<file path="src/rtl/fb_pattern_writer_pkg.sv">
// Shared definitions for the framebuffer pattern writer: FSM state encoding,
// pattern mode codes and a small byte-building helper.
package fb_pattern_writer_pkg;

    localparam logic [1:0] ST_IDLE   = 2'd0;
    localparam logic [1:0] ST_WRITE  = 2'd1;
    localparam logic [1:0] ST_GAP    = 2'd2;
    localparam logic [1:0] ST_FINISH = 2'd3;

    localparam logic [1:0] MODE_SOLID = 2'd0;
    localparam logic [1:0] MODE_XOR   = 2'd1;
    localparam logic [1:0] MODE_GRAD  = 2'd2;
    localparam logic [1:0] MODE_CHECK = 2'd3;

    function automatic logic [7:0] nibble_pair(input logic [3:0] n);
        return {n, n};
    endfunction

endpackage

</file>
<file path="src/rtl/fb_pattern_pixel.sv">
// Combinational pattern generator: maps (mode, colour, x, y) to one pixel word.
module fb_pattern_pixel
    import fb_pattern_writer_pkg::*;
#(
    parameter int DATA_W = 8
) (
    input  logic [1:0]        mode,
    input  logic [DATA_W-1:0] color,
    input  logic [7:0]        x,
    input  logic [3:0]        y,
    output logic [DATA_W-1:0] pixel
);

    logic [7:0]        xor_byte;
    logic [DATA_W-1:0] xor_word;
    logic [DATA_W-1:0] grad_word;

    assign xor_byte = nibble_pair(x[3:0] ^ y[3:0]);

    // Replicate the byte pattern bit-wise so any pixel width gets every byte lane filled.
    genvar gi;
    generate
        for (gi = 0; gi < DATA_W; gi++) begin : g_lane
            assign xor_word[gi]  = xor_byte[gi % 8];
            assign grad_word[gi] = x[gi % 8];
        end
    endgenerate

    always_comb begin
        pixel = color;
        case (mode)
            MODE_SOLID: pixel = color;
            MODE_XOR:   pixel = xor_word;
            MODE_GRAD:  pixel = grad_word;
            MODE_CHECK: pixel = (x[3] ^ y[3]) ? ~color : color;
        endcase
    end

endmodule

</file>
<file path="src/rtl/fb_pattern_writer.sv">
// Fills an H_RES x V_RES frame with a test pattern, one handshaked write per pixel,
// with optional idle cycles between writes.
module fb_pattern_writer
    import fb_pattern_writer_pkg::*;
#(
    parameter int H_RES  = 320,
    parameter int V_RES  = 200,
    parameter int PITCH  = 320,
    parameter int ADDR_W = 26,
    parameter int DATA_W = 8,
    parameter int GAP    = 0
) (
    input  logic              clock,
    input  logic              reset,
    input  logic              start,
    input  logic              abort,
    input  logic [1:0]        mode,
    input  logic [DATA_W-1:0] color,
    input  logic [ADDR_W-1:0] base,
    input  logic              ready,
    output logic [ADDR_W-1:0] o_address,
    output logic [DATA_W-1:0] o_data,
    output logic              o_we,
    output logic              busy,
    output logic              done
);

    localparam int XW = (H_RES > 1) ? $clog2(H_RES) : 1;
    localparam int YW = (V_RES > 1) ? $clog2(V_RES) : 1;

    logic [1:0]        state_reg;
    logic [XW-1:0]     x_reg;
    logic [YW-1:0]     y_reg;
    logic [ADDR_W-1:0] line_reg;
    logic [1:0]        mode_reg;
    logic [DATA_W-1:0] color_reg;
    logic [31:0]       gap_cnt_reg;

    logic last_x;
    logic last_y;

    assign last_x = (x_reg == XW'(H_RES - 1));
    assign last_y = (y_reg == YW'(V_RES - 1));

    always_ff @(posedge clock) begin
        if (reset) begin
            state_reg   <= ST_IDLE;
            x_reg       <= '0;
            y_reg       <= '0;
            line_reg    <= '0;
            mode_reg    <= '0;
            color_reg   <= '0;
            gap_cnt_reg <= '0;
        end else begin
            case (state_reg)
                ST_IDLE: begin
                    if (start) begin
                        mode_reg  <= mode;
                        color_reg <= color;
                        line_reg  <= base;
                        x_reg     <= '0;
                        y_reg     <= '0;
                        state_reg <= ST_WRITE;
                    end
                end
                ST_WRITE: begin
                    // Abort wins over an acceptance in the same cycle; that write still went out.
                    if (abort) begin
                        state_reg <= ST_IDLE;
                    end else if (ready) begin
                        if (last_x && last_y) begin
                            state_reg <= ST_FINISH;
                        end else begin
                            if (last_x) begin
                                x_reg    <= '0;
                                y_reg    <= y_reg + YW'(1);
                                line_reg <= line_reg + ADDR_W'(PITCH);
                            end else begin
                                x_reg <= x_reg + XW'(1);
                            end
                            gap_cnt_reg <= '0;
                            state_reg   <= (GAP > 0) ? ST_GAP : ST_WRITE;
                        end
                    end
                end
                ST_GAP: begin
                    if (abort) begin
                        state_reg <= ST_IDLE;
                    end else if (gap_cnt_reg == 32'(GAP - 1)) begin
                        state_reg <= ST_WRITE;
                    end else begin
                        gap_cnt_reg <= gap_cnt_reg + 32'd1;
                    end
                end
                default: begin
                    state_reg <= ST_IDLE;
                end
            endcase
        end
    end

    // Address and data derive only from registers, so they stay put while ready is low.
    assign o_address = line_reg + ADDR_W'(x_reg);
    assign o_we      = (state_reg == ST_WRITE);
    assign busy      = (state_reg != ST_IDLE);
    assign done      = (state_reg == ST_FINISH);

    fb_pattern_pixel #(
        .DATA_W (DATA_W)
    ) u_pixel (
        .mode  (mode_reg),
        .color (color_reg),
        .x     (8'(x_reg)),
        .y     (4'(y_reg)),
        .pixel (o_data)
    );

endmodule

</file>
<file path="config.mk">
export PLATFORM = sky130hd
export DESIGN_NAME = fb_pattern_writer
export DESIGN_NICKNAME = d
export VERILOG_FILES = /design/src/rtl/fb_pattern_writer_pkg.sv /design/src/rtl/fb_pattern_pixel.sv /design/src/rtl/fb_pattern_writer.sv
export SDC_FILE = /design/constraint.sdc
export NUM_CORES = 1
export LEC_CHECK = 0
export BUFFER_PORTS_ARGS = -buffer_cell sky130_fd_sc_hd__buf_4
export CAP_MARGIN = 0
export CORE_MARGIN = 4
export CORE_UTILIZATION = 45
export CTS_CLUSTER_DIAMETER = 150
export DETAILED_ROUTE_END_ITERATION = 6
export MAX_ROUTING_LAYER = met4
export PLACE_DENSITY = 0.65
export SYNTH_ARGS = -nofsm -noshare
export SYNTH_HDL_FRONTEND = slang
export SYNTH_SLANG_ARGS = --single-unit
export TNS_END_PERCENT = 50
</file>
<file path="constraint.sdc">
create_clock -name clock -period 3.03 [get_ports clock]
set_input_delay 0.4545 -clock clock [delete_from_list [all_inputs] [get_ports clock]]
set_output_delay 0.4545 -clock clock [all_outputs]
set_load 0.1 [all_outputs]
</file>
==> run metrics <==
status=finished clean; synthesized area per cell=7.72 µm²; Iteration-0 DRC Markers=484; Synth Cell Area=0.00596 mm²; largest net degree at the start of global routing=38; max-cap violations=0; die height=123 µm; Startpoint Class=flip-flop; P per Cell Area=430 mW/mm²; hold slack=0.335 ns; residual DRC count=0; most frequent cells after synthesis=nand2_1, dfxtp_1, clkbuf_1; GPL Wtd Cong=0.928; die area=0.0151 mm²; starting density of the core=46.7%; CP Class=flip-flop to output pin; Layout Nets=885; leading area contributor after synthesis=dfxtp_1; Switching Fraction=34.2%; Vias=6268; DR vias/cell=6.23; clk_skew=0.00729 ns; CTS Hold Bufs=0; Tmin final=2.96 ns; vias in the first global route=6126; TritonCTS clock tree=yes; Area Overhead vs Synth=24.6%; critical path peak fanout=9; Rows=41; Async S/R FF share, synth=0%; Seq/Total Area, Yosys=29.2%; Power Internal=2100 µW; clk buf depth=2; synthesized flop and latch total=87; total net switching power=1090 µW; GRT Total Usage=24.4%; Largest register FFs=32; CTS clock-pin slew for the worst setup and hold paths=0.06 ns; die width=123 µm; RSZ-0062 raised after global routing=true; Yosys top cell area share=29.2%; Buffers on Ports=77; EDFF count, synth=0; worst path required time=2.58 ns; final worst-path cycle share=97.8%; root buf cell=clkbuf_16; WP data arrival=2.51 ns; Post-Syn Instances=772; Clock power frac=35.8%; Place WS=0.204 ns; Synth cell types=59; register area=0.00175 mm²; YS warnings=0; CTS buffer count=9; antenna violations before repair=0; WL/cell=17.5 µm; predominant post-synthesis flop cell=dfxtp_1; Ports=78; Multi-input gate area=0.00422 mm²; Clock Sink Count=87; relative slew slack=49.7%; core region area=0.0128 mm²; Slew Limit Fails=0; Combinational Power Share=25.4%; dpl hpwl=12.1 mm; Max Fclk=338 MHz; # setup viols final=0; Seq pwr share=38.8%; Crit. End Element=output pin; share of layout cells above drive strength 1=23.7%; drt pass-1 iters=5; Detailed Route WL=17.6 mm; Antenna Nets Post-Route=0; Net Count, Synth=827; VDD IR max=188 µV; H-tree depth=3; number of fill cells in the layout=1184; Clock Latency Late Sink=0.35 ns; Fin. Hold Viols=0; top cells by area in the synthesized netlist=dfxtp_1, nand2_1, a311oi_2, o21ai_0, a21oi_1; hold crit path type=input pin to flip-flop; Pleak=0.00254 µW; Least-Margin Pin Slew=0.754 ns; most common cell in the synthesized netlist=nand2_1; worst setup margin=0.0677 ns; first-pass GRT wire length=29.2 mm; total congestion overflow=0; n_diodes=0
## power groups by stage
stage,Clock (µW),Combinational (µW),Sequential [µW]
3_3_place_gp,0,774,1260
2_1_floorplan,0,610,1240
6_report,1140,810,1240
5_1_grt,1220,857,1250
4_1_cts,1170,801,1240
3_5_place_dp,0,781,1260
## layout make-up
cell class                      count  share of cell area, %
Tap cell                          172                   2.90
Clock inverter                      3                  0.573
Timing Repair Buffer              109                   12.1
Multi-Input combinational cell    610                   56.8
Clock buffer                       12                   3.45
Inverter                           13                  0.657
Sequential cell                    87                   23.5
## timing repair
item / in CTS / in global routing
gates resized for setup: 32 / 16
pin swaps: 6 / 9
setup endpoints to repair: 13 / 18
cloned: 1 / 0
setup buffers: 2 / 1
## through the flow
step	TNS (ns)	utilization, %	instances	area [µm²]	power [µW]
after floorplan	-6.16	-	772	6150	1850
after global placement	0	54.0	987	6890	2040
after detailed placement	0	54.0	987	6890	2040
after CTS	0	57.4	1005	7340	3200
after global routing	-0.349	58.2	1006	7430	3320
final	0	58.2	1006	7430	3190
## placed cells by master, fill, tap and decap left out, drive strengths merged, types with 10 or more instances in the layout
cell,n
nand3,30
nand4,25
dfxtp,87
nand2,109
o31ai,12
and3,11
clkbuf,12
buf,109
or3,10
nor3,16
a211oi,22
ha,13
a311oi,28
a31oi,21
nor2,52
inv,13
a21oi,42
o21ai,44
xnor2,24
nor4,13
## critical path: stages, from the launching register on
cell     delay [ns]
dfxtp_2        0.33
ha_2           0.39
o21ai_0        0.13
o21ai_1        0.24
a41oi_1        0.14
buf_4          0.20
nor2_1         0.27
xor2_4         0.16
buf_4          0.30
## worst paths after layout
path	startpoint	to	slack, ns	depth (start not counted)
worst min-delay path	abort	state_reg[1]	0.33	2
worst min register to register	line_reg[3]	line_reg[3]	0.47	2
worst max register to register	y_reg[3]	line_reg[6]	0.49	6
worst max-delay path	x_reg[3]	o_address[15]	0.07	8
## layer usage
layer,up-vias,track usage (%),wire length (µm)
met5,-,-,0
met4,0,9.69,340
met3,30,3.89,1050
met2,215,39.3,8420
met1,2979,30.8,7790
li1,3044,-,-
## cells by family (layout without fill, tap and decap cells)
logic type	count (synthesis)	after routing	share of synthesized area (%)
buffers and inverters	76	137	5.25
and+or+nand+nor	315	315	26.3
muxes	9	9	1.60
AOI/OAI and AO/OA	239	240	29.9
adders and majority gates	14	14	3.07
DFF	87	87	29.2
xor gates and xnor gates	32	32	4.70
Power figures use the tool's default switching activity.
